## src/rtl/cordic_pkg.sv

```systemverilog
// Shared constants and state encoding for the CORDIC vectoring unit.
// Used by the controller, datapath and arctan ROM wrapper.
package cordic_pkg;

  localparam int DEF_ADDRESS_LENGTH = 4;
  localparam int DEF_NUM_ITER       = 14;
  localparam int DEF_WORD_LENGTH    = 16;

  typedef enum logic [1:0] {
    IDLE = 2'd0,
    LOAD = 2'd1,
    ITER = 2'd2,
    DONE = 2'd3
  } state_e;

endpackage

```

## src/rtl/cordic_iter_counter.sv

```systemverilog
// Iteration index for the vectoring controller.
// Clears on load, steps per micro-rotation, flags the final index.
module cordic_iter_counter #(
  parameter int AW   = 4,
  parameter int LAST = 13
) (
  input  logic          clk,
  input  logic          rst,
  input  logic          clr,
  input  logic          inc,
  output logic [AW-1:0] cnt,
  output logic          last
);

  logic [AW-1:0] cnt_q;
  logic [AW-1:0] cnt_d;

  assign last = (cnt_q == AW'(LAST));
  assign cnt  = cnt_q;

  // Terminal index folds back to zero so the count never wraps past LAST.
  always_comb begin
    cnt_d = cnt_q;
    if (clr) begin
      cnt_d = '0;
    end else if (inc) begin
      cnt_d = last ? '0 : cnt_q + AW'(1);
    end
  end

  always_ff @(posedge clk or posedge rst) begin
    if (rst) begin
      cnt_q <= '0;
    end else begin
      cnt_q <= cnt_d;
    end
  end

endmodule

```

## src/rtl/cordic_vectoring_ctrl.sv

```systemverilog
// Sequencer for the CORDIC vectoring datapath: load, NUM_ITER
// micro-rotations, then hold done until the consumer acks.
module cordic_vectoring_ctrl
  import cordic_pkg::*;
#(
  parameter int ADDRESS_LENGTH = DEF_ADDRESS_LENGTH,
  parameter int NUM_ITER       = DEF_NUM_ITER
) (
  input  logic                      clk,
  input  logic                      rst,
  input  logic                      start,
  input  logic                      y_sign,
  input  logic                      ack,
  output logic                      ready,
  output logic                      ld_en,
  output logic                      it_en,
  output logic                      dir,
  output logic [ADDRESS_LENGTH-1:0] rom_addr,
  output logic                      done
);

  if (NUM_ITER < 1 || NUM_ITER > (1 << ADDRESS_LENGTH)) begin : g_bad_iter
    $error("NUM_ITER out of range for ADDRESS_LENGTH");
  end

  state_e                    state_q;
  state_e                    state_d;
  logic [ADDRESS_LENGTH-1:0] iter;
  logic                      iter_last;

  cordic_iter_counter #(
    .AW   (ADDRESS_LENGTH),
    .LAST (NUM_ITER - 1)
  ) u_iter (
    .clk  (clk),
    .rst  (rst),
    .clr  (ld_en),
    .inc  (it_en),
    .cnt  (iter),
    .last (iter_last)
  );

  always_comb begin
    state_d = state_q;
    unique case (state_q)
      IDLE:    if (start) state_d = LOAD;
      LOAD:    state_d = ITER;
      ITER:    if (iter_last) state_d = DONE;
      DONE:    if (ack) state_d = IDLE;
      default: state_d = IDLE;
    endcase
  end

  // Moore decode; only dir looks at an input, and only while rotating.
  always_comb begin
    ready    = 1'b0;
    ld_en    = 1'b0;
    it_en    = 1'b0;
    dir      = 1'b0;
    rom_addr = '0;
    done     = 1'b0;
    unique case (state_q)
      IDLE: ready = 1'b1;
      LOAD: ld_en = 1'b1;
      ITER: begin
        it_en    = 1'b1;
        dir      = ~y_sign;
        rom_addr = iter;
      end
      DONE:    done = 1'b1;
      default: ready = 1'b0;
    endcase
  end

  always_ff @(posedge clk or posedge rst) begin
    if (rst) begin
      state_q <= IDLE;
    end else begin
      state_q <= state_d;
    end
  end

endmodule

```

## config.mk

```make
export PLATFORM = sky130hd
export DESIGN_NAME = cordic_vectoring_ctrl
export DESIGN_NICKNAME = d
export VERILOG_FILES = /design/src/rtl/cordic_pkg.sv /design/src/rtl/cordic_iter_counter.sv /design/src/rtl/cordic_vectoring_ctrl.sv
export SDC_FILE = /design/constraint.sdc
export NUM_CORES = 1
export LEC_CHECK = 0
export CORE_AREA = 2 2 39 41
export CTS_CLUSTER_DIAMETER = 150
export DETAILED_ROUTE_END_ITERATION = 8
export DIE_AREA = 0 0 41 43
export SLEW_MARGIN = 20
export SYNTH_ARGS = -nofsm -noshare
export SYNTH_HDL_FRONTEND = slang
export SYNTH_SLANG_ARGS = --single-unit
```

## constraint.sdc

```tcl
create_clock -name clk -period 5 [get_ports clk]
set_clock_uncertainty 0.15 [all_clocks]
set_input_delay 0.5 -clock clk [delete_from_list [all_inputs] [get_ports clk]]
set_output_delay 0.5 -clock clk [all_outputs]
set_load 0.02 [all_outputs]
```

# Yosys cells after proc, flatten, opt, wreduce, memory -nomap -nowiden
# Cells that the tools add are included.
dict set report op_classes {
  n_reduce_logical 3
  n_eq_ne 7
  mux 13
  addsub 1
  n_bitwise 1
}
# op count
set ops {}
lappend ops {{two-way mux 4 bit} 4}
lappend ops {{one-hot mux 2 bit (4 select lines)} 1}
lappend ops {{two-way mux 2 bit} 3}
lappend ops {{two-way mux 1 bit} 5}
lappend ops {{adder 4 x 1 -> 4 bit (second input constant)} 1}
lappend ops {{equality test 2 bit (second input constant)} 2}
lappend ops {{equality test 4 bit (second input constant)} 1}
lappend ops {{!= test 2 bit (second input constant)} 2}
lappend ops {{AND reduction 3 bit} 1}
lappend ops {{equality test 2 x 1 -> 1 bit (second input constant)} 1}
lappend ops {{logical NOT 2 bit} 1}
lappend ops {{!= test 2 x 1 -> 1 bit (second input constant)} 1}
lappend ops {{nonzero test 2 bit} 1}
lappend ops {{NOT 1 bit} 1}
dict set report totals {
  input_bits 5
  wordCells 27
  register_bits 6
  out_inout_bits 9
}

# Longest topological paths before layout
dict set report logic_depth {
  ltp_word 4
  mapped_depth 5
  mapped_depth_nobuf 5
}

# Modules after synthesis
# A second synthesis with hierarchy kept.
dict set report unflattened {
  hier_cells 48
  hier_area_um2 430.4
}
# module n_inst cells_per_inst area_each_um2
set modules_own_cells {}
lappend modules_own_cells {cordic_iter_counter 1 26 229.0}
lappend modules_own_cells {cordic_vectoring_ctrl 1 22 201.4}

# Least setup slack after synthesis
# Ideal clock, no wire load.
dict set report synth_timing {
  kind {register -> output}
  from {register state_q[0]}
  to {output dir}
  setup_slack_ns 3.126
  n_path_buf 0
  path_stages_with_launch 4
  required_time_ns 4.350
  arrival_time_ns 1.224
  path_cell_list {dfrtp_1 -> inv_1 -> ha_1 -> nor2b_1}
}
dict set report synth_between {
  elab_chain_cells 2
}
# element line_no
set synth_rtl {}
lappend synth_rtl {{start, declared} cordic_vectoring_ctrl.sv:26} ;# state_e state_q;
lappend synth_rtl {{start signal, assigned} cordic_vectoring_ctrl.sv:79} ;# state_q <= state_d;
lappend synth_rtl {{equality test 2 bit} cordic_vectoring_ctrl.sv:62} ;# unique case (state_q)
lappend synth_rtl {{two-way mux 1 bit} cordic_vectoring_ctrl.sv:62}
lappend synth_rtl {{end, declared} cordic_vectoring_ctrl.sv:17} ;# output logic dir,
# No other way between the ends.

# Worst setup path after layout
# Ends and elaborated chain as after synthesis.

==> results.md <==
- Slew @ Worst Pin: ~0.4 ns
- Area growth from synthesis to layout: 40.1%
- Initial antenna violation count: 0
- DR DRC count: 0
- Hold_ws: 0.326 ns
- Layout Nets: 72
- Final Cycle Share: approximately half
- Static Leak: 0.000286 uW
- CP required: 4.35 ns
- Number of global-route vias before repair: 321
- Gr usage total: 11.4%
- Setup bufs post-CTS: 0
- Max stage delay cell, worst path: clkdlybuf4s50_1
- Sequential cell area: approximately 150 um2
- Hold violation count in the final report: 0
- CP max stage delay: around 0.61 ns
- Via count: 349
- Worst min-delay path category: in -> async
- Post-Syn Area: 430 um2
- Post-synthesis simple-gate area fraction: 18.3%
- Seq/Total Area, Yosys: a little over a third
- Setup TNS: 0 ns
- Die height: 43 um
- Logic pwr share: 64.7%
- Number of H-tree levels: 1
- GRT overflow: 0
- Worst setup SP type: flip-flop
- HPWL after DPL: 646 um
- DRT iter0 DRCs: 5
- DRT antenna net count: 0
- Multiplexer share of the synthesized area: under 10%
- Avg Inst Size Synth: 10.2 um2
- CP Cell Sequence: inv_1, ha_1, nor2b_1, clkdlybuf4s50_1
- Core Box Area: 1380 um2
- Cells after synthesis: 42
- Switching share of power: between 40% and 50%
- Filler instances: 146
- Die ar.: 1760 um2
- Slew HR: between 70% and 80%
- Multi-input gate area: 258 um2
- Status: complete, no violations
- Root buffer cell: clkbuf_4
- Hold_buf cts: 0
- Share of layout cells above drive strength 1: between 10% and 20%
- VDD IR max: 236 uV
- Max Transition Viols Final: 0
- Syn nets: 54
- Gpl congestion: 0.757
- Internal power: 232 uW
- Later-pin clock latency in the skew report: 0.24 ns
- Port Buf Inserts: 13
- Yosys reg bits: 6
- Post-CTS sizing: 0
- Bufs on Longest Clock Path: 2
- P_sw: 165 uW
- Compound-cell area share of the yosys netlist: around 16%
- Critical Path AT: 1.83 ns
- DR vias/cell: roughly 4.7
- Num CTS Buffers: 3
- Wire per inst: 10.9 um
- Max Fclk: around 0.4 GHz
- Max Cap Viol: 0
- I/O pin count: 14
- Critical Path Fanout Max: 8
- Largest family of logic cells by synthesized area: adder cells
- Reg2reg setup slack: about 3.2 ns
- Drt total wl: 806 um
- Pre-antenna DRT Iters: 4
- Crit. End Element: primary output
- CTS tree: done
- Post-synth cell types: 22
- Adder-Cell Fraction of Synth Area: 20.3%
- RSZ-0062 raised after global routing: false
- Clock Power Share: 11.2%
- Final antenna diode count: 0
- Total power density per cell area: 659 nW/um2
- Setup violators final: 0
- Reg power frac: 24.2%
- Final min period: 2.48 ns
- Synthesis Warnings: 0
- Chip width: 41 um
- Starting density of the core: 31.1%
- # rows: 14
- Clock-pin slew on the worst setup and hold paths: 0.05 ns
- Sink Count: 6
- Largest net degree at the start of global routing: 9
- First-pass GRT wire length: 1280 um
- Crit path kind: reg -> out
- Xor-xnor portion of the synthesized cell area: 0%
[final cells by class]
| class | count | share of cell area (%) |
|---|---|---|
| multi-input cells | 30 | 42.7 |
| flip-flops and latches | 6 | 24.9 |
| repair buffers | 13 | 21.6 |
| clock buffers | 3 | 3.73 |
| inverters | 6 | 3.73 |
| well taps | 16 | 3.32 |
[Yosys cell counts (all sizes together)]
cell | number | area share [%]
dfrtp | 6 | 35
a22oi | 1 | 1.7
mux2 | 2 | 5.2
inv | 6 | 5.2
nor3b | 1 | 1.7
a2bb2oi | 1 | 2.0
nor2 | 2 | 1.7
nand3 | 1 | 1.2
a22o | 1 | 2.0
ha | 7 | 20
a21o | 1 | 2.0
nor2b | 1 | 1.5
a222oi | 1 | 2.3
and2 | 4 | 6.1
and4bb | 1 | 2.9
o21ai | 2 | 2.3
o22ai | 1 | 1.5
and3 | 1 | 1.7
nand2b | 1 | 1.5
a31o | 1 | 2.0
[critical path, delay by kind of cell, from the launching register on]
family,cells,cell delay [ns]
flops,1,0.40
simple gates,1,0.17
buf+inv,2,0.72
fa+ha+maj,1,0.30
[cells in the final DEF, fill, tap and decap left out]
| cell type | count |
|---|---|
| a22oi_1 | 1 |
| inv_1 | 6 |
| nand2b_1 | 1 |
| clkdlybuf4s50_1 | 13 |
| a21o_2 | 1 |
| o21ai_0 | 2 |
| clkbuf_4 | 3 |
| a31o_2 | 1 |
| nor2b_1 | 1 |
| nand3_1 | 1 |
| dfrtp_1 | 6 |
| a222oi_1 | 1 |
| a2bb2oi_1 | 1 |
| a22o_1 | 1 |
| and3_2 | 1 |
| and2_1 | 3 |
| o22ai_1 | 1 |
| and2_2 | 1 |
| nor2_1 | 2 |
| nor3b_1 | 1 |
| mux2_1 | 1 |
| and4bb_2 | 1 |
| ha_1 | 7 |
| mux2_2 | 1 |
[flip-flops by register name, indices dropped and copies added (netlist names)]
register,count
u_iter.cnt,4
state_q,2
[final timing paths]
kind | end | from | depth (start not counted)
worst min register to register | state_q[1] | state_q[1] | 1
worst max-delay path | dir | state_q[0] | 4
max in group asynchronous | state_q[0] | rst | 2
min in group clk | state_q[1] | state_q[1] | 1
worst max register to register | state_q[1] | state_q[0] | 4
worst min-delay path | u_iter.cnt[2] | rst | 2
[power groups by stage]
stage / sequential (uW) / clock, uW / combinational [uW]
CTS: 96.2 / 47.2 / 261
floorplan: 91.3 / 0 / 182
finish: 96.0 / 44.5 / 257
global placement: 97.6 / 0 / 256
global route: 101 / 49.7 / 286
detailed placement: 96.8 / 0 / 260
[metrics by stage]
stage	total power (uW)	cells	utilization, %	area, um2	worst slack (ns)
after floorplan	273	42	-	430	3.13
after global placement	354	71	42.0	581	2.75
after global routing	436	74	43.6	603	2.37
after detailed placement	357	71	42.0	581	2.72
final	397	74	43.6	603	2.52
after CTS	405	74	43.6	603	2.48
[kinds of logic after synthesis]
family,Yosys count
AOI/OAI and AO/OA,9
adders and majority gates,7
buffers and inverters,6
DFF,6
muxes,2
and+or+nand+nor,12
[metal layers]
layer	vias to the layer above	global-route usage, %	part of all wire (%)
li1	180	-	-
met1	154	13.2	46
met2	13	16.3	44
met3	2	1.57	8.6
met4	0	12.0	1.1
met5	-	0	0
(Power assumes the default switching activity.)
